## config.mk

```make
export PLATFORM = sky130hd
export DESIGN_NAME = mem_arbiter_rr_flat
export DESIGN_NICKNAME = d
export VERILOG_FILES = /design/src/rtl/mem_arbiter_pkg.sv /design/src/rtl/mem_arbiter_rr_if.sv /design/src/rtl/mem_arbiter_rr_rr_arbiter.sv /design/src/rtl/mem_arbiter_rr.sv /design/src/flat_wrapper.sv
export SDC_FILE = /design/constraint.sdc
export NUM_CORES = 1
export LEC_CHECK = 0
export BUFFER_PORTS_ARGS = -buffer_cell sky130_fd_sc_hd__buf_2
export CORE_AREA = 2 2 136 138
export CTS_BUF_LIST = sky130_fd_sc_hd__clkbuf_16
export DETAILED_ROUTE_END_ITERATION = 8
export DIE_AREA = 0 0 138 140
export PLACE_DENSITY = 0.41
export SYNTH_ARGS = -nofsm -noshare
export SYNTH_HDL_FRONTEND = slang
export SYNTH_SLANG_ARGS = --single-unit
```

## constraint.sdc

```tcl
create_clock -name IO_CLK -period 2.1 [get_ports IO_CLK]
set_clock_uncertainty 0.05 [all_clocks]
set_input_delay 0.21 -clock IO_CLK [delete_from_list [all_inputs] [get_ports IO_CLK]]
set_output_delay 0.21 -clock IO_CLK [all_outputs]
set_load 0.02 [all_outputs]
```

## src/rtl/mem_arbiter_pkg.sv

```systemverilog
// mem_arbiter_pkg: shared types and helpers for the round-robin SRAM arbiter.
//   rsp_t           registered response (valid, port index, error, write flag)
//   addr_in_range() RAM window decode
//   MemStartDefault / MemSizeDefault  default RAM window
package mem_arbiter_pkg;

  localparam logic [31:0] MemStartDefault = 32'h0000_0000;
  localparam int unsigned MemSizeDefault  = 65536;

  // Port index field sized for the largest supported configuration (8 ports).
  localparam int unsigned PortIdxW = 3;

  // wr is kept so that write responses return zero read data.
  typedef struct packed {
    logic                valid;
    logic [PortIdxW-1:0] idx;
    logic                err;
    logic                wr;
  } rsp_t;

  // Window test: the address, with its in-window offset bits cleared, must
  // equal the window base. size must be a power of two.
  function automatic logic addr_in_range(input logic [63:0] addr,
                                         input logic [63:0] start,
                                         input logic [63:0] size);
    return (addr & ~(size - 64'd1)) == start;
  endfunction

endpackage

```

## src/rtl/mem_arbiter_rr_if.sv

```systemverilog
// mem_arbiter_rr_if: requester-side bus of the SRAM arbiter.
//   req/we/be/addr/wdata  per-port request fields (requester -> arbiter)
//   gnt/rvalid/err        per-port handshake and response (arbiter -> requester)
//   rdata                 shared read data, qualified by rvalid
// Modports: master = requester side, slave = arbiter side.
interface mem_arbiter_rr_if #(
  parameter int unsigned NumPorts  = 2,
  parameter int unsigned AddrWidth = 32,
  parameter int unsigned DataWidth = 32
);
  logic [NumPorts-1:0]                  req;
  logic [NumPorts-1:0]                  we;
  logic [NumPorts-1:0][DataWidth/8-1:0] be;
  logic [NumPorts-1:0][AddrWidth-1:0]   addr;
  logic [NumPorts-1:0][DataWidth-1:0]   wdata;
  logic [NumPorts-1:0]                  gnt;
  logic [NumPorts-1:0]                  rvalid;
  logic [NumPorts-1:0]                  err;
  logic [DataWidth-1:0]                 rdata;

  modport master (output req, we, be, addr, wdata,
                  input  gnt, rvalid, err, rdata);
  modport slave  (input  req, we, be, addr, wdata,
                  output gnt, rvalid, err, rdata);
endinterface

```

## src/rtl/mem_arbiter_rr_rr_arbiter.sv

```systemverilog
// rr_arbiter: generic round-robin arbiter with an internal pointer.
//   clk_i, rst_ni  clock, synchronous active-low reset (also masks grants)
//   req_i          request vector
//   gnt_o          one-hot grant (combinational)
//   idx_o          index of the granted requester
//   valid_o        a grant was issued this cycle
module rr_arbiter #(
  parameter int unsigned NumPorts = 2,
  localparam int unsigned IdxW    = (NumPorts > 1) ? $clog2(NumPorts) : 1
) (
  input  logic                clk_i,
  input  logic                rst_ni,
  input  logic [NumPorts-1:0] req_i,
  output logic [NumPorts-1:0] gnt_o,
  output logic [IdxW-1:0]     idx_o,
  output logic                valid_o
);

  logic [IdxW-1:0] ptr_q;

  // Search upward from the pointer, wrapping at NumPorts-1.
  always_comb begin
    int unsigned     c;
    logic [IdxW-1:0] cand;
    gnt_o   = '0;
    idx_o   = '0;
    valid_o = 1'b0;
    c       = 0;
    cand    = '0;
    for (int unsigned i = 0; i < NumPorts; i++) begin
      c = 32'(ptr_q) + i;
      if (c >= NumPorts) c = c - NumPorts;
      cand = IdxW'(c);
      if (!valid_o && req_i[cand]) begin
        valid_o     = 1'b1;
        gnt_o[cand] = 1'b1;
        idx_o       = cand;
      end
    end
    if (!rst_ni) begin
      gnt_o   = '0;
      idx_o   = '0;
      valid_o = 1'b0;
    end
  end

  if (NumPorts == 1) begin : g_single
    assign ptr_q = '0;
  end else begin : g_ptr
    logic [IdxW-1:0] ptr_d;

    always_comb begin
      ptr_d = ptr_q;
      if (valid_o) ptr_d = (idx_o == IdxW'(NumPorts - 1)) ? '0 : idx_o + IdxW'(1);
    end

    always_ff @(posedge clk_i) begin
      if (!rst_ni) ptr_q <= '0;
      else         ptr_q <= ptr_d;
    end
  end

endmodule

```

## src/rtl/mem_arbiter_rr.sv

```systemverilog
// mem_arbiter_rr: N-requester round-robin arbiter in front of a single-port
// SRAM with 1-cycle read latency, address-window decode and per-port response.
//   IO_CLK, IO_RST_N   clock, synchronous active-low reset
//   bus_if (slave)     requester bus: req/we/be/addr/wdata in,
//                      gnt/rvalid/err/rdata out
//   mem_*_o            RAM strobe, write, byte enables, address, write data
//   mem_rdata_i        RAM read data, valid one cycle after mem_req_o
//   perf_gnt_cnt_o     per-port 32-bit grant counters
// Optional: define MEM_ARBITER_PERF_CNT_EN to build the grant counters;
// otherwise perf_gnt_cnt_o is tied to zero.
module mem_arbiter_rr
  import mem_arbiter_pkg::*;
#(
  parameter int unsigned          NumPorts  = 2,
  parameter int unsigned          AddrWidth = 32,
  parameter int unsigned          DataWidth = 32,
  parameter logic [AddrWidth-1:0] MemStart  = AddrWidth'(MemStartDefault),
  parameter int unsigned          MemSize   = MemSizeDefault
) (
  input  logic                         IO_CLK,
  input  logic                         IO_RST_N,
  mem_arbiter_rr_if.slave              bus_if,
  output logic                         mem_req_o,
  output logic                         mem_we_o,
  output logic [DataWidth/8-1:0]       mem_be_o,
  output logic [AddrWidth-1:0]         mem_addr_o,
  output logic [DataWidth-1:0]         mem_wdata_o,
  input  logic [DataWidth-1:0]         mem_rdata_i,
  output logic [NumPorts-1:0][31:0]    perf_gnt_cnt_o
);

  localparam int unsigned IdxW = (NumPorts > 1) ? $clog2(NumPorts) : 1;

  logic [NumPorts-1:0] gnt;
  logic [IdxW-1:0]     gnt_idx;
  logic                gnt_valid;
  logic                in_rng;
  rsp_t                rsp_d, rsp_q;

  rr_arbiter #(.NumPorts(NumPorts)) u_rr (
    .clk_i   (IO_CLK),
    .rst_ni  (IO_RST_N),
    .req_i   (bus_if.req),
    .gnt_o   (gnt),
    .idx_o   (gnt_idx),
    .valid_o (gnt_valid)
  );

  assign bus_if.gnt = gnt;
  assign in_rng     = addr_in_range(64'(bus_if.addr[gnt_idx]), 64'(MemStart), 64'(MemSize));

  always_comb begin
    mem_req_o   = gnt_valid && in_rng;
    mem_we_o    = 1'b0;
    mem_be_o    = '0;
    mem_addr_o  = '0;
    mem_wdata_o = '0;
    if (mem_req_o) begin
      mem_we_o    = bus_if.we[gnt_idx];
      mem_be_o    = bus_if.be[gnt_idx];
      mem_addr_o  = bus_if.addr[gnt_idx];
      mem_wdata_o = bus_if.wdata[gnt_idx];
    end
  end

  always_comb begin
    rsp_d       = '0;
    rsp_d.valid = gnt_valid;
    rsp_d.idx   = PortIdxW'(gnt_idx);
    rsp_d.err   = gnt_valid && !in_rng;
    rsp_d.wr    = gnt_valid && bus_if.we[gnt_idx];
  end

  always_ff @(posedge IO_CLK) begin
    if (!IO_RST_N) rsp_q <= '0;
    else           rsp_q <= rsp_d;
  end

  // Responses are also masked while reset is held so that a response
  // outstanding at reset never becomes visible.
  always_comb begin
    bus_if.rvalid = '0;
    bus_if.err    = '0;
    bus_if.rdata  = '0;
    if (IO_RST_N && rsp_q.valid) begin
      for (int unsigned k = 0; k < NumPorts; k++) begin
        if (rsp_q.idx == PortIdxW'(k)) begin
          bus_if.rvalid[k] = 1'b1;
          bus_if.err[k]    = rsp_q.err;
        end
      end
      if (!rsp_q.err && !rsp_q.wr) bus_if.rdata = mem_rdata_i;
    end
  end

`ifdef MEM_ARBITER_PERF_CNT_EN
  logic [NumPorts-1:0][31:0] cnt_q;

  always_ff @(posedge IO_CLK) begin
    if (!IO_RST_N) begin
      cnt_q <= '0;
    end else begin
      for (int unsigned k = 0; k < NumPorts; k++) begin
        if (gnt[k]) cnt_q[k] <= cnt_q[k] + 32'd1;
      end
    end
  end

  assign perf_gnt_cnt_o = cnt_q;
`else
  assign perf_gnt_cnt_o = '0;
`endif

endmodule
```

## src/flat_wrapper.sv

```systemverilog
// flat-port wrapper written by rule: the top's interface ports become plain ports
module mem_arbiter_rr_flat import mem_arbiter_pkg::*;
#(
  parameter int unsigned          NumPorts  = 2,
  parameter int unsigned          AddrWidth = 32,
  parameter int unsigned          DataWidth = 32,
  parameter logic [AddrWidth-1:0] MemStart  = AddrWidth'(MemStartDefault),
  parameter int unsigned          MemSize   = MemSizeDefault
)
  (IO_CLK, IO_RST_N, mem_req_o, mem_we_o, mem_be_o, mem_addr_o, mem_wdata_o, mem_rdata_i, perf_gnt_cnt_o, bus_if_req, bus_if_we, bus_if_be, bus_if_addr, bus_if_wdata, bus_if_gnt, bus_if_rvalid, bus_if_err, bus_if_rdata);
  mem_arbiter_rr_if #(.NumPorts(NumPorts), .AddrWidth(AddrWidth), .DataWidth(DataWidth)) bus_if_i ();
  input  logic IO_CLK;
  input  logic IO_RST_N;
  output logic mem_req_o;
  output logic mem_we_o;
  output logic [DataWidth/8-1:0] mem_be_o;
  output logic [AddrWidth-1:0] mem_addr_o;
  output logic [DataWidth-1:0] mem_wdata_o;
  input  logic [DataWidth-1:0] mem_rdata_i;
  output logic [NumPorts-1:0][31:0] perf_gnt_cnt_o;
  input wire logic [$bits(bus_if_i.req)-1:0] bus_if_req;
  input wire logic [$bits(bus_if_i.we)-1:0] bus_if_we;
  input wire logic [$bits(bus_if_i.be)-1:0] bus_if_be;
  input wire logic [$bits(bus_if_i.addr)-1:0] bus_if_addr;
  input wire logic [$bits(bus_if_i.wdata)-1:0] bus_if_wdata;
  output wire logic [$bits(bus_if_i.gnt)-1:0] bus_if_gnt;
  output wire logic [$bits(bus_if_i.rvalid)-1:0] bus_if_rvalid;
  output wire logic [$bits(bus_if_i.err)-1:0] bus_if_err;
  output wire logic [$bits(bus_if_i.rdata)-1:0] bus_if_rdata;
  assign bus_if_i.req = bus_if_req;
  assign bus_if_i.we = bus_if_we;
  assign bus_if_i.be = bus_if_be;
  assign bus_if_i.addr = bus_if_addr;
  assign bus_if_i.wdata = bus_if_wdata;
  assign bus_if_gnt = bus_if_i.gnt;
  assign bus_if_rvalid = bus_if_i.rvalid;
  assign bus_if_err = bus_if_i.err;
  assign bus_if_rdata = bus_if_i.rdata;
  mem_arbiter_rr #(.NumPorts(NumPorts), .AddrWidth(AddrWidth), .DataWidth(DataWidth), .MemStart(MemStart), .MemSize(MemSize)) u_core (.IO_CLK(IO_CLK), .IO_RST_N(IO_RST_N), .bus_if(bus_if_i), .mem_req_o(mem_req_o), .mem_we_o(mem_we_o), .mem_be_o(mem_be_o), .mem_addr_o(mem_addr_o), .mem_wdata_o(mem_wdata_o), .mem_rdata_i(mem_rdata_i), .perf_gnt_cnt_o(perf_gnt_cnt_o));
endmodule
```

# ---- Word-level counts from Yosys, hierarchy flattened
# Index checks and enable logic that the tools add are counted.
dict set report word_totals {
  reg_bits 7
  output_inout_bits 172
}
dict set report classes {
  n_addsub 4
  order_cmp 7
  n_eq_ne 1
  n_mux 40
  bitwise_logic 1
  reduce_logical 14
}
# operator count
set op_table {}
lappend op_table {{$mux 32} 8}
lappend op_table {{$logic_not 64->1} 1}
lappend op_table {{$mux 1} 22}
lappend op_table {{$mux 4} 3}
lappend op_table {{$mux 2} 5}
lappend op_table {{$logic_and 1x1->1} 8}
lappend op_table {{$lt 1x2->1 const B} 3}
lappend op_table {{$logic_not 1->1} 4}
lappend op_table {{$eq 3x1->1 const B} 1}
lappend op_table {{$logic_not 3->1} 1}
lappend op_table {{$add 1x1->2 const B} 1}
lappend op_table {{$demux 1 s1} 2}
lappend op_table {{$ge 1x1->1 const B} 2}
lappend op_table {{$ge 1x2->1 const B} 1}
lappend op_table {{$ge 2x2->1 const B} 1}
lappend op_table {{$or 2x2->2} 1}
lappend op_table {{$sub 1x1->1 const B} 2}
lappend op_table {{$add 1x1->1 const B} 1}

# ---- Longest topological paths before layout
# Gate-level depths: netlist of run 1.
dict set report depth {
  ltp_word 14
  depth_mapped 7
  mapped_depth_nobuf 5
}

# ---- Modules after synthesis
# Synthesis of run 1 repeated with hierarchy kept, for this count alone.
dict set report unflattened {
  cells_unflattened 278
  area_unflattened_um2 2152.1
}
# module n_inst cells_per_inst area_each_um2 seq_area_each_um2
set modules_own_cells {}
lappend modules_own_cells {mem_arbiter_rr 1 269 2087.0 80.1}
lappend modules_own_cells {rr_arbiter 1 9 65.1 20.0}

# ---- Worst setup path before layout of run 1
# Ideal clock, no wire load.
dict set report synth_timing {
  path_kind {input port to output port}
  startpoint {in bus_if_addr[60]}
  endpoint {out mem_we_o}
  arrival_time_ps 1663
  required_ps 1840
  path_slack_ps 177
  cell_stages 4
  cell_sequence {or4_1 o31a_1 buf_6 nor4_2}
}
dict set report synth_via {
  elab_chain_len 5
}
# item line
set synth_rtl {}
lappend synth_rtl {{start, declared} flat_wrapper.sv:24} ;# input wire logic [$bits(bus_if_i.addr)-1:0] bus_if_addr;
lappend synth_rtl {{$mux 32 (implied by the code) (2 in a row)} mem_arbiter_rr.sv:50} ;# assign in_rng = addr_in_range(64'(bus_if.addr[gnt_idx]), 64'(MemStart), 64'(MemSize));
lappend synth_rtl {{$logic_not 64->1} mem_arbiter_pkg.sv:26} ;# return (addr & ~(size - 64'd1)) == start;
lappend synth_rtl {{$logic_and 1x1->1} mem_arbiter_rr.sv:53} ;# mem_req_o = gnt_valid && in_rng;
lappend synth_rtl {{$mux 1} mem_arbiter_rr.sv:58} ;# if (mem_req_o) begin
lappend synth_rtl {{end, declared} flat_wrapper.sv:15} ;# output logic mem_we_o;
# Every way passes these cells. The select of a mux whose other input is x is not followed.

# ---- Final worst setup path of run 1
dict set report layout_timing {
  startpoint {in bus_if_addr[60]}
  endpoint {out mem_wdata_o[9]}
}
dict set report layout_via {
  elab_chain_len 5
}
# item line
set layout_rtl {}
lappend layout_rtl {{$mux 32 (implied by the code) (2 in a row)} mem_arbiter_rr.sv:50}
lappend layout_rtl {{$logic_not 64->1} mem_arbiter_pkg.sv:26}
lappend layout_rtl {{$logic_and 1x1->1} mem_arbiter_rr.sv:53}
lappend layout_rtl {{$mux 32} mem_arbiter_rr.sv:58}
lappend layout_rtl {{end, declared} flat_wrapper.sv:18} ;# output logic [DataWidth-1:0] mem_wdata_o;
# Every way passes these cells. The select of a mux whose other input is x is not followed.

==> results of run 1 <==
## registers in the layout, indices dropped and copies added (netlist names)
signal / cells
u_core.u_rr.ptr_q: 1
u_core.rsp_q: 4
## worst min path at each step
stage                   from                end  slack (ns)  depth (start not counted)
2_1_floorplan       IO_RST_N  u_core.u_rr.ptr_q        0.29                          1
3_3_place_gp   bus_if_req[0]  u_core.u_rr.ptr_q        0.44                          2
3_5_place_dp   bus_if_req[0]  u_core.u_rr.ptr_q        0.45                          2
4_1_cts        bus_if_req[0]  u_core.u_rr.ptr_q        0.24                          2
5_1_grt        bus_if_req[0]  u_core.u_rr.ptr_q        0.26                          2
6_report       bus_if_req[0]  u_core.u_rr.ptr_q        0.24                          2
## layer usage
layer  GRT usage (%)  up-vias  share of wire (%)
met3            2.26        4                9.2
li1                -     1343                  -
met1            9.57     1191                 34
met2            19.2      202                 56
met4            1.99        0               0.79
met5               0        -                  0
## cell families (layout without fill, tap and decap cells)
logic type,count (synthesis),count (layout)
AOI/OAI and AO/OA,7,7
buffers and inverters,105,294
DFF,5,5
muxes,53,53
other,1,81
and+or+nand+nor,111,111
## through the flow
step	utilization (%)	setup TNS, ns	setup WS, ns	cells
finish	22.8	0	0.00742	780
floorplan	-	0	0.177	361
CTS	21.9	-0.0273	-0.0273	775
detailed placement	20.7	-12.65	-0.294	771
global placement	20.7	-13.82	-0.302	771
global route	22.8	-0.680	-0.0473	780
## worst max-delay path, stage by stage
cell and delay [ns]:
buf_2 0.09, or4_4 0.52, o31a_4 0.40, buf_12 0.19, nor3_2 0.22, buf_4 0.17
## cells in the final DEF, fill, tap and decap left out, types with 3 or more instances in the layout
cell type  count
nor3_2        52
nand2_1        4
nor2_1         6
nor4_1         4
and2_1        33
mux2i_1       53
conb_1        80
buf_4         46
buf_2        231
buf_12         4
clkbuf_16      6
inv_1          4
dfxtp_1        4
nor4_4         3
## where the power goes
group / internal (mW) / switching, mW / total (mW)
sequential: 0.102 / 0.00446 / 0.107
clock: 0.249 / 0.0688 / 0.318
combinational: 0.222 / 0.328 / 0.550
total: 0.574 / 0.401 / 0.975
## layout make-up
type / count / area share [%]
sequential: 5 / 2.50
clock inverter: 1 / 0.123
timing repair buffer: 286 / 42.4
tap: 229 / 7.07
clock buffer: 3 / 1.85
antenna: 1 / 0.0617
inverter: 4 / 0.370
multi-input combinational: 251 / 45.7
## repair_timing
| item | 4_1_cts | 5_1_grt |
|---|---|---|
| gates cloned | 1 | 3 |
| buffers inserted | 0 | 1 |
| endpoints found under the setup margin | 54 | 53 |
| resized for setup | 24 | 28 |
| pin swaps | 1 | 3 |
==> flow_summary.json, run 1 <==
{
  "reg2regPathDepth": 6,
  "design_area_um2": 4050,
  "synth-seq-cells": 5,
  "yosys.area.top_type": "buf_4",
  "synth-simple-area-share_pct": 37.2,
  "numCtsBuffers": 3,
  "r2r-start": "u_core.u_rr.ptr_q",
  "antenna_left": 0,
  "synthAdderAreaFrac_pct": 0,
  "startpoint_type": "input pin",
  "worst_r2r_endpoint": "u_core.rsp_q[0]",
  "end_kind": "output pin",
  "wl_per_cell_um": 13.3,
  "synth_compound_area_share_pct": 2.29,
  "place_area_um2": 3670,
  "initial_core_util_pct": 12.9,
  "crit_required_ns": 1.84,
  "ioPinCount": 346,
  "synth_most_common_cell": "buf_4",
  "synth_edf_count": 0,
  "finalWeightedCongestion": 0.738,
  "nets": 725,
  "syn-cell-area_um2": 2290,
  "first_pass_iters": 4,
  "die-area_um2": 19300,
  "crit_arrival_ns": 1.83,
  "grt_start_max_net_pins": 33,
  "netlist_instances": 282,
  "antenna_found_initial": 1,
  "multiInputGateArea_um2": 1850,
  "synth_xor_area_share_pct": 0,
  "path_max_fanout": 29,
  "hold_slack_ns": 0.244,
  "worstHoldPathType": "input pin to flip-flop",
  "synth_top_family_by_area": "simple AND/OR/NAND/NOR gates",
  "grt_use_total_pct": 9.40,
  "die_h_um": 140,
  "clk_latency_ns": 0.23,
  "yosys.cell_types.count": 27,
  "synthFlopType": "dfxtp_1",
  "syn2layout_area_growth_pct": 76.7,
  "yosys_warnings": 0,
  "synth.avg_cell_area_um2": 8.13,
  "async_flop_share_pct": 0,
  "cts_tree": "yes",
  "irDropWorstVdd_mv": 0.174,
  "power_uw": 975,
  "endpoint": "mem_wdata_o[9]",
  "clock_path_buffers": 2,
  "p_per_area_nw_per_um2": 241,
  "clk_pin_slew_ns": 0.04,
  "slew_violations": 0,
  "synthTopCellsByCount": "buf_4, mux2i_1, nor3_2, and2_1, buf_2",
  "crit_start": "bus_if_addr[60]",
  "port_buffers": 265,
  "coreArea_um2": 17800,
  "synth-seq-area-share_pct": 4.36,
  "viasPerCell": 3.51,
  "fin_crit_ns": 2.09,
  "synth_mux_area_share_pct": 23.1,
  "hold_violations": 0,
  "setup_viol": 0,
  "synthTopCellsByArea": "buf_4, mux2i_1, nor3_2",
  "clock-sinks": 5,
  "wl_um": 10400,
  "rsz0062_at_grt": "true",
  "fmax_mhz": 478,
  "register_area_um2": 101,
  "post-dp-hpwl_um": 8660,
  "drt_iter0_markers": 55,
  "r2r_slack_ns": 0.55,
  "drc": 0,
  "crit_type": "input pin to output pin",
  "cts_root_buf": "clkbuf_16",
  "row_count": 49,
  "drv_cap": 0,
  "vias": 2740,
  "htreeDepth": 1,
  "cellLeakagePower_nw": 2.41,
  "nFillCells": 2011,
  "drive_gt1_share_pct": 64.4,
  "dieWidth_um": 138,
  "globalRouteOverflowTotal": 0,
  "hold_buffers": 0,
  "synth_top_area_share_pct": 26.2,
  "grt_pass1_vias": 2492,
  "finalCritPeriodShare_pct": 99.6,
  "grt_pass1_wl_um": 14100,
  "status": "complete, no violations"
}
No activity file was read; power rests on OpenSTA's default activity.
==> inputs of run 2 (changes only) <==
--- a/constraint.sdc
+++ b/constraint.sdc
@@ -3,3 +3,3 @@
 set_input_delay 0.21 -clock IO_CLK [delete_from_list [all_inputs] [get_ports IO_CLK]]
 set_output_delay 0.21 -clock IO_CLK [all_outputs]
-set_load 0.02 [all_outputs]
+set_load 0.01 [all_outputs]
==> run 2 against run 1 <==
  * Utilization down 0.57 points
  * Worst hold slack worse by 0.0062 ns
  * Global-route usage shrank 0.23 points
  * Clock-buffer cell count did not move
  * Setup slack improved by 0.0064 ns
  * Critical path type unchanged
  * Largest power group unchanged
==> flow_summary.json, run 2 (same netlist as run 1, synthesis figures left out) <==
{
  "cellLeakagePower_nw": 2.42,
  "antenna_found_initial": 3,
  "critPathSlowestCell": "or4_4",
  "fin_ws_ns": 0.0138,
  "hold_buffers": 0,
  "largest_reg_flops": 4,
  "nets": 725,
  "slew_violations": 0,
  "path_buf_inv": 3,
  "clk_latency_ns": 0.23,
  "ioPinCount": 346,
  "place_ws_ns": -0.216,
  "mostFrequentLayoutCell": "buf_2",
  "drv_cap": 0,
  "coreArea_um2": 17800,
  "layout_common_cells": "buf_2, conb_1, mux2i_1, nor3_2, and2_1",
  "globalRouteOverflowTotal": 0,
  "busiest_layer": "met2",
  "wl_um": 10300,
  "die_h_um": 140,
  "die-area_um2": 19300,
  "syn2layout_area_growth_pct": 72.3,
  "fmax_mhz": 479,
  "path_delay_family": "simple AND/OR/NAND/NOR gates",
  "grt_use_total_pct": 9.17,
  "path_max_fanout": 6,
  "htreeDepth": 1,
  "startpoint_type": "input pin",
  "setup_tns_ns": 0,
  "numCtsBuffers": 3,
  "crit_arrival_ns": 1.83,
  "slowest_delay_ns": 0.53,
  "first_pass_iters": 4,
  "hold_violations": 0,
  "use_met1_pct": 9.16,
  "irDropWorstVdd_mv": 0.175,
  "cts_tree": "yes",
  "largest-register": "u_core.rsp_q",
  "wl_per_cell_um": 13.2,
  "largestRegisters": "u_core.rsp_q: 4 flops, u_core.u_rr.ptr_q: 1 flops",
  "dieWidth_um": 138,
  "vias": 2724,
  "port_buffers": 265,
  "crit_type": "input pin to output pin",
  "cts_root_buf": "clkbuf_16",
  "p_per_area_nw_per_um2": 228,
  "grt_pass1_wl_um": 13800,
  "rsz0062_at_grt": "true",
  "antenna_left": 0,
  "grt_start_max_net_pins": 33,
  "clk_pin_slew_ns": 0.04,
  "end_kind": "output pin",
  "drt_iter0_markers": 33,
  "fin_crit_ns": 2.09,
  "clock-sinks": 5,
  "clock_path_buffers": 2,
  "initial_core_util_pct": 12.9,
  "drc": 0,
  "worstHoldPathType": "input pin to flip-flop",
  "setup_viol": 0,
  "viasPerCell": 3.48,
  "power_uw": 899,
  "post-dp-hpwl_um": 8770,
  "grtUsageMet3_pct": 1.88,
  "grt_pass1_vias": 2496,
  "crit_required_ns": 1.84,
  "finalCritPeriodShare_pct": 99.3,
  "cp_cell_sequence": "buf_6 -> or4_4 -> o31a_4 -> buf_12 -> nor4_4 -> buf_2",
  "drive_gt1_share_pct": 64.5,
  "row_count": 49,
  "met2_usage_pct": 18.9,
  "status": "complete, no violations",
  "finalWeightedCongestion": 0.719
}
-- run 2: stage by stage --
stage / instances / util [%] / cell area [um2] / hold slack, ns
finish: 782 / 22.2 / 3950 / 0.238
global route: 782 / 22.2 / 3950 / 0.257
CTS: 776 / 21.5 / 3830 / 0.242
detailed placement: 772 / 20.8 / 3690 / 0.454
global placement: 772 / 20.8 / 3690 / 0.445
floorplan: 361 / - / 2590 / 0.293
-- run 2: worst reg2reg max path: cells and delay by family (launching register included) --
| kind | cells | cell delay (ns) |
|---|---|---|
| buffers and inverters | 2 | 0.28 |
| DFF | 1 | 0.35 |
| muxes | 1 | 0.36 |
| and+or+nand+nor | 3 | 0.34 |
-- run 2: final timing paths --
| check | from | to | slack, ns | depth (start not counted) |
|---|---|---|---|---|
| setup / recovery | bus_if_addr[63] | mem_we_o | 0.01 | 6 |
| hold reg to reg | u_core.u_rr.ptr_q | u_core.u_rr.ptr_q | 0.48 | 1 |
| hold / removal | bus_if_req[0] | u_core.u_rr.ptr_q | 0.24 | 2 |
| setup reg to reg | u_core.u_rr.ptr_q | u_core.rsp_q[0] | 0.60 | 6 |
-- run 2: timing repair --
action,in CTS,in global routing
pin swaps,1,8
cloned,0,2
endpoints found under the setup margin,54,53
hold endpoints to repair,0,0
buffers inserted,0,1
gates resized for setup,8,11
-- run 2: cell type report --
cell class,count,area (um2)
antenna,3,7.51
clock buffer,3,75.1
clock inverter,1,5.00
fill,1995,13800
inverter,4,15.0
multi-input combinational,251,1860
sequential,5,101
tap,229,287
timing repair buffer,286,1600
-- run 2: metal layers --
metal	vias to the layer above	wire length, um
met5	-	0
met3	9	872
met1	1161	3570
met2	209	5730
li1	1345	-
met4	0	121
-- run 2: power by group --
group          total (mW)  internal [mW]  leakage (nW)  switching, mW
clock network       0.320          0.250        0.0409         0.0707
registers           0.107          0.102        0.0419        0.00435
logic               0.472          0.221          2.33          0.251
